`src/rtl/mic4_pkg.sv`:
```
// Shared types and constants for the mic4 pulse sequencer.
package mic4_pkg;

  localparam int DEF_CNT_WIDTH = 16;
  localparam int MIN_DLY       = 1;

  typedef enum logic [2:0] {
    IDLE,
    GRST,
    WAIT_A,
    APLS,
    WAIT_D,
    DPLS,
    WAIT_P
  } mic4_seq_state_t;

endpackage

```
`src/rtl/mic4_seq_timer.sv`:
```
// Loadable down-counter shared by the sequencer wait states.
module mic4_seq_timer #(
  parameter int CNT_WIDTH = 16
) (
  input  logic                 clk,
  input  logic                 rst,
  input  logic                 load,
  input  logic                 en,
  input  logic [CNT_WIDTH-1:0] load_val,
  output logic                 expired
);

  logic [CNT_WIDTH-1:0] count;

  always_ff @(posedge clk or posedge rst) begin
    if (rst)
      count <= '0;
    else if (load)
      count <= load_val;
    else if (en && count != '0)
      count <= count - 1'b1;
  end

  assign expired = (count == '0);

endmodule

```
`src/rtl/mic4_pulse_sequencer.sv`:
```
// grst -> A -> D strobe sequencer for the mic4 control stage.
// Build option: MIC4_SEQ_GRST_EN adds the GRST state and pulse_grst strobe.
module mic4_pulse_sequencer
  import mic4_pkg::*;
#(
  parameter int CNT_WIDTH = DEF_CNT_WIDTH
) (
  input  logic                 clk_in,
  input  logic                 rst,
  input  logic                 start,
  input  logic                 stop,
  input  logic [CNT_WIDTH-1:0] dly_grst_a,
  input  logic [CNT_WIDTH-1:0] dly_a_d,
  input  logic [CNT_WIDTH-1:0] period,
  input  logic [CNT_WIDTH-1:0] n_repeat,
  output logic                 pulse_grst,
  output logic                 pulse_a,
  output logic                 pulse_d,
  output logic                 busy,
  output logic                 done,
  output logic                 aborted,
  output logic [CNT_WIDTH-1:0] iter_count
);

  localparam logic [CNT_WIDTH-1:0] ONE  = CNT_WIDTH'(MIN_DLY);
  localparam logic [CNT_WIDTH-1:0] TWO  = CNT_WIDTH'(2);
  localparam logic [CNT_WIDTH-1:0] ALL1 = '1;

  function automatic logic [CNT_WIDTH-1:0] clamp(input logic [CNT_WIDTH-1:0] v);
    return (v < ONE) ? ONE : v;
  endfunction

  mic4_seq_state_t      state_q, state_n;
  logic [CNT_WIDTH-1:0] d1_q, d2_q, p_q, nrep_q, iter_q;
  logic                 tmr_load, tmr_en, tmr_expired;
  logic [CNT_WIDTH-1:0] tmr_val;
  logic                 start_acc, last_iter, done_n, abort_n;
  logic                 pulse_a_q, pulse_d_q, busy_q, done_q, aborted_q;

  assign start_acc = (state_q == IDLE) && start && !stop;
  assign last_iter = (nrep_q != '0) && (iter_q == nrep_q - ONE);

  mic4_seq_timer #(.CNT_WIDTH(CNT_WIDTH)) u_timer (
    .clk      (clk_in),
    .rst      (rst),
    .load     (tmr_load),
    .en       (tmr_en),
    .load_val (tmr_val),
    .expired  (tmr_expired)
  );

  // A wait of N cycles between strobes spends N-1 cycles in the wait state,
  // so N==1 skips it and the timer is loaded with N-2 on entry.
  always_comb begin
    state_n  = state_q;
    tmr_load = 1'b0;
    tmr_en   = 1'b0;
    tmr_val  = '0;
    done_n   = 1'b0;
    abort_n  = 1'b0;
    case (state_q)
      IDLE: begin
        if (start_acc) begin
`ifdef MIC4_SEQ_GRST_EN
          state_n = GRST;
`else
          state_n  = WAIT_A;
          tmr_load = 1'b1;
          tmr_val  = clamp(dly_grst_a) - ONE;
`endif
        end
      end
      GRST: begin
        if (d1_q == ONE) begin
          state_n = APLS;
        end else begin
          state_n  = WAIT_A;
          tmr_load = 1'b1;
          tmr_val  = d1_q - TWO;
        end
      end
      WAIT_A: begin
        tmr_en = 1'b1;
        if (tmr_expired) state_n = APLS;
      end
      APLS: begin
        if (d2_q == ONE) begin
          state_n = DPLS;
        end else begin
          state_n  = WAIT_D;
          tmr_load = 1'b1;
          tmr_val  = d2_q - TWO;
        end
      end
      WAIT_D: begin
        tmr_en = 1'b1;
        if (tmr_expired) state_n = DPLS;
      end
      DPLS: begin
        if (last_iter) begin
          state_n = IDLE;
          done_n  = 1'b1;
        end else if (p_q == ONE) begin
`ifdef MIC4_SEQ_GRST_EN
          state_n = GRST;
`else
          state_n  = WAIT_A;
          tmr_load = 1'b1;
          tmr_val  = d1_q - ONE;
`endif
        end else begin
          state_n  = WAIT_P;
          tmr_load = 1'b1;
          tmr_val  = p_q - TWO;
        end
      end
      WAIT_P: begin
        tmr_en = 1'b1;
        if (tmr_expired) begin
`ifdef MIC4_SEQ_GRST_EN
          state_n = GRST;
`else
          // Without GRST the full D1 wait follows the period.
          state_n  = WAIT_A;
          tmr_load = 1'b1;
          tmr_val  = d1_q - ONE;
`endif
        end
      end
      default: state_n = IDLE;
    endcase
    if (stop && state_q != IDLE) begin
      state_n  = IDLE;
      tmr_load = 1'b0;
      done_n   = 1'b1;
      abort_n  = 1'b1;
    end
  end

  always_ff @(posedge clk_in or posedge rst) begin
    if (rst) begin
      state_q   <= IDLE;
      d1_q      <= ONE;
      d2_q      <= ONE;
      p_q       <= ONE;
      nrep_q    <= '0;
      iter_q    <= '0;
      pulse_a_q <= 1'b0;
      pulse_d_q <= 1'b0;
      busy_q    <= 1'b0;
      done_q    <= 1'b0;
      aborted_q <= 1'b0;
    end else begin
      state_q   <= state_n;
      pulse_a_q <= (state_n == APLS);
      pulse_d_q <= (state_n == DPLS);
      busy_q    <= (state_n != IDLE);
      done_q    <= done_n;
      if (start_acc) begin
        d1_q   <= clamp(dly_grst_a);
        d2_q   <= clamp(dly_a_d);
        p_q    <= clamp(period);
        nrep_q <= n_repeat;
      end
      if (start_acc)
        aborted_q <= 1'b0;
      else if (abort_n)
        aborted_q <= 1'b1;
      if (start_acc)
        iter_q <= '0;
      else if (state_q == DPLS && iter_q != ALL1)
        iter_q <= iter_q + ONE;
    end
  end

`ifdef MIC4_SEQ_GRST_EN
  logic pulse_grst_q;
  always_ff @(posedge clk_in or posedge rst) begin
    if (rst) pulse_grst_q <= 1'b0;
    else     pulse_grst_q <= (state_n == GRST);
  end
  assign pulse_grst = pulse_grst_q;
`else
  assign pulse_grst = 1'b0;
`endif

  assign pulse_a    = pulse_a_q;
  assign pulse_d    = pulse_d_q;
  assign busy       = busy_q;
  assign done       = done_q;
  assign aborted    = aborted_q;
  assign iter_count = iter_q;

endmodule

```
`config.mk`:
```
export PLATFORM = sky130hd
export DESIGN_NAME = mic4_pulse_sequencer
export DESIGN_NICKNAME = d
export VERILOG_FILES = /design/src/rtl/mic4_pkg.sv /design/src/rtl/mic4_seq_timer.sv /design/src/rtl/mic4_pulse_sequencer.sv
export SDC_FILE = /design/constraint.sdc
export NUM_CORES = 1
export LEC_CHECK = 0
export ABC_AREA = 1
export BUFFER_PORTS_ARGS = -buffer_cell sky130_fd_sc_hd__buf_2
export CAP_MARGIN = 20
export CORE_MARGIN = 5
export CORE_UTILIZATION = 45
export CTS_CLUSTER_DIAMETER = 200
export DETAILED_ROUTE_END_ITERATION = 7
export GPL_TIMING_DRIVEN = 0
export MAX_ROUTING_LAYER = met4
export PLACE_DENSITY_LB_ADDON = 0.3
export SKIP_LAST_GASP = 1
export SYNTH_ARGS = -nofsm -noshare
export SYNTH_HDL_FRONTEND = slang
export SYNTH_SLANG_ARGS = --single-unit
```
`constraint.sdc`:
```
create_clock -name clk_in -period 6.2 [get_ports clk_in]
set_input_delay 0.31 -clock clk_in [delete_from_list [all_inputs] [get_ports clk_in]]
set_output_delay 0.31 -clock clk_in [all_outputs]
set_load 0.05 [all_outputs]
```
==> metrics.csv <==
stage,metric,value,unit
sta,RSZ-0062 raised after global routing,false,
sta,Post-Route Setup TNS,0,ns
synthesis,share of the synthesized area in the top cell type,0.3289,
layout,layout cells sized above 1,0.1319,
grt,pin count of the biggest net entering global routing,70,
setup_path,crit path kind,flip-flop to flip-flop,
power,Peak VDD IR,218.3,µV
layout,ant diodes,0,
routing,Final ANT Viol Nets,0,
die,Die H,140.7,µm
routing,First-pass DRT Iterations,5,
cts,clk_lat worst skew,0.37,ns
power,Sw Pwr,0.001753,W
synthesis,syn nets,1240,
die,row cnt,47,
synthesis,Yosys cell types,48,
sta,Setup Viol. Count Final,0,
grt,initial antenna violation count,0,
setup_path,Crit path arrival time,2.97,ns
sta,fin crit share,0.4407,
setup_path,crit-path cells,"inv_1, ha_1, nand2_1, nor2_1, nand4_1, nand2_2, inv_2, nor4_4, a21oi_2, buf_2, o21ai_1, nand3_1",
cts,hold buffers post-CTS,0,
synthesis,most common cell in the synthesized netlist,nand2_1,
layout,P&R area growth vs syn,13.42,%
sta,Max Transition Viols Final,0,
layout,Nets,1340,
synthesis,Syn Area/Cell,6.618,µm²
setup_path,CP max-delay cell,dfrtp_1,
cts,CTS Root Buffer Type,clkbuf_16,
die,Die Span X,140.7,µm
setup_path,Critical Path RT,6.44,ns
cts,setup bufs post-CTS,0,
place,GPL Wtd Cong,0.9620,
synthesis,dominant cell type by area after synthesis,dfrtp_1,
die,core area,16640,µm²
synthesis,"Seq/Total Area, Yosys",0.3392,
synthesis,post-synthesis register bit count,104,
sta,f_max,366.0,MHz
cts,CTS tree,yes,
power,sequential power share,0.348,
sta,final hold slack,-0.01251,ns
sta,worst slew pin tran,0.6933,ns
routing,vias per cell,5.320,
sta,Rel. slew slack,0.5378,
cts,CTS buffer count,9,
routing,total wire length,24.34,mm
power,Leak,4.344,nW
power,clock power share,0.162,
setup_path,CP max stage delay,0.39,ns
routing,Iteration-0 DRC Markers,765,
synthesis,commonest cells in the synthesized netlist,"nand2_1 (320), nor2_1 (160), inv_1 (135)",
flow_run,MaxCap Viol Count,0,
place,PortBufs,88,
cts,PostCTS Resize Cnt,0,
routing,total number of vias,7906,
power,switching portion of total power,0.4895,
synthesis,Synth area leaders,"dfrtp_1 (33%), nand2_1 (16%), nor2_1 (7.8%)",
setup_path,Reg2Reg Depth,12,
sta,min cycle time layout,2.733,ns
power,Internal,0.001828,W
die,I/O Pins,90,
sta,Fin Clk Skew,0.01428,ns
place,DP HPWL,19.20,mm
synthesis,Post-synth EDFFs,0,
synthesis,ys flop type,dfrtp_1,
setup_path,worst-path fanout max,10,
setup_path,crit end category,flip-flop,
synthesis,Async SR Flop Fraction,1.000,
cts,CTS sink cnt,104,
die,Die ar.,19790,µm²
synthesis,Ys Warns,0,
grt,GRT Total Usage,0.2552,
setup_path,crit start category,flip-flop,
grt,first-pass GRT wire length,39.14,mm
cts,CTS H-tree depth,3,
worst_hold_path,Hold Crit Class,primary input to async pin,
power,combinational fraction of design power,0.490,
cts,clock-pin slew on the worst setup and hold paths,0.07,ns
sta,Final Hold Vio Count,16,
routing,drc violations,0,
grt,grt ovf,0,
die,initial core utilization,0.4617,
power,PD cells,411.0,nW/µm²
synthesis,"Cell Area, Synth",7684,µm²
routing,routed length per instance,16.38,µm
grt,vias in the first global route,7409,
run_status,failing checks,negative hold slack,
layout,fill count,1725,
run_status,outcome,"finished, violations left",
synthesis,Post-Syn Instances,1161,
cts,maximum root-to-sink buffer count,2,
sequential cells by signal (all words and copies together), names as in the netlist:
register       cells
busy               1
state_q            3
p_q               16
d1_q              16
aborted            1
done               1
nrep_q            16
u_timer.count     16
pulse_a            1
pulse_d            1
iter_count        16
d2_q              16
area by class of cell:
type / count / area [µm²] / share of cell area
multi-input cells: 883 / 4397 / 0.5045
inverters: 146 / 550.5 / 0.06317
well taps: 220 / 275.3 / 0.03159
clock inverters: 6 / 56.30 / 0.006461
repair buffers: 89 / 467.9 / 0.05370
clock buffers: 10 / 229.0 / 0.02627
plain buffers: 28 / 132.6 / 0.01522
flip-flops and latches: 104 / 2606 / 0.2991
power groups by stage:
stage                     Clock (W)  Sequential (W)  Combinational (W)
after detailed placement          0         0.00125            0.00172
after floorplan                   0         0.00119            0.00128
after CTS                  0.000587         0.00124            0.00173
after global placement            0         0.00124            0.00170
final                      0.000580         0.00125            0.00175
after global routing       0.000620         0.00128            0.00196
through the flow:
stage          std cells  instance area [µm²]  setup slack, ns  utilization  total power, W
6_report            1486                 8715            3.467       0.5236        0.003582
5_1_grt             1486                 8715            3.351       0.5236        0.003864
4_1_cts             1486                 8715            3.538       0.5236        0.003558
3_5_place_dp        1470                 8429            3.553       0.5065        0.002968
3_3_place_gp        1469                 8399            1.700       0.5047        0.002938
2_1_floorplan       1161                 7684            3.163            -        0.002467
kinds of logic (layout without fill, tap and decap cells):
| kind of cell | count (synthesis) | after routing | share of synthesized area |
|---|---|---|---|
| buf+inv | 174 | 279 | 0.08859 |
| compound gates | 148 | 148 | 0.1067 |
| xor+xnor | 62 | 62 | 0.07067 |
| flops | 104 | 104 | 0.3392 |
| fa+ha+maj | 11 | 11 | 0.01791 |
| other cells | 1 | 1 | 0.0004881 |
| simple gates | 661 | 661 | 0.3765 |
critical path, delay by kind of cell, from the launching register on:
kind | cells | cell delay, ns
buf+inv | 3 | 0.58
fa+ha+maj | 1 | 0.20
flops | 1 | 0.39
compound gates | 2 | 0.25
simple gates | 6 | 1.17
per-layer routing:
metal	up-vias	share of wire	GRT usage
met1	3641	0.46	0.3568
met5	-	0	-
met3	41	0.065	0.03691
li1	3924	-	-
met2	300	0.45	0.3863
met4	0	0.027	0.07598
path summary, 6_finish.rpt:
kind                                   from               end  slack (ns)
worst min register to register      aborted           aborted        0.48
min in group clk_in             n_repeat[9]         nrep_q[9]        0.13
worst max-delay path                d1_q[1]  u_timer.count[5]        3.47
max in group asynchronous               rst            p_q[0]        5.47
worst max register to register      d1_q[1]  u_timer.count[5]        3.47
worst min-delay path                    rst           d1_q[3]       -0.01
placed cells by master, fill, tap and decap left out, types with 2 or more instances in the layout:
cell type,instances
nor3b_1,4
dfrtp_1,101
nor2_2,9
a21oi_1,29
o211ai_1,6
xor2_1,47
inv_1,134
nand3b_1,5
o21bai_1,5
buf_2,98
nand3_2,3
xnor2_1,15
nand4_1,20
a211oi_1,4
nand2_1,320
nand2_4,2
nor2_4,4
o221ai_1,2
inv_6,3
o21ai_0,83
clkbuf_16,9
dfstp_2,3
nand2_2,6
a31oi_1,2
o22ai_1,2
nor4_1,14
inv_2,10
or2_2,7
clkbuf_1,17
ha_1,11
nor3_1,26
inv_8,2
o21ai_1,7
nand3_1,77
nor2_1,160
(Power assumes the default switching activity.)
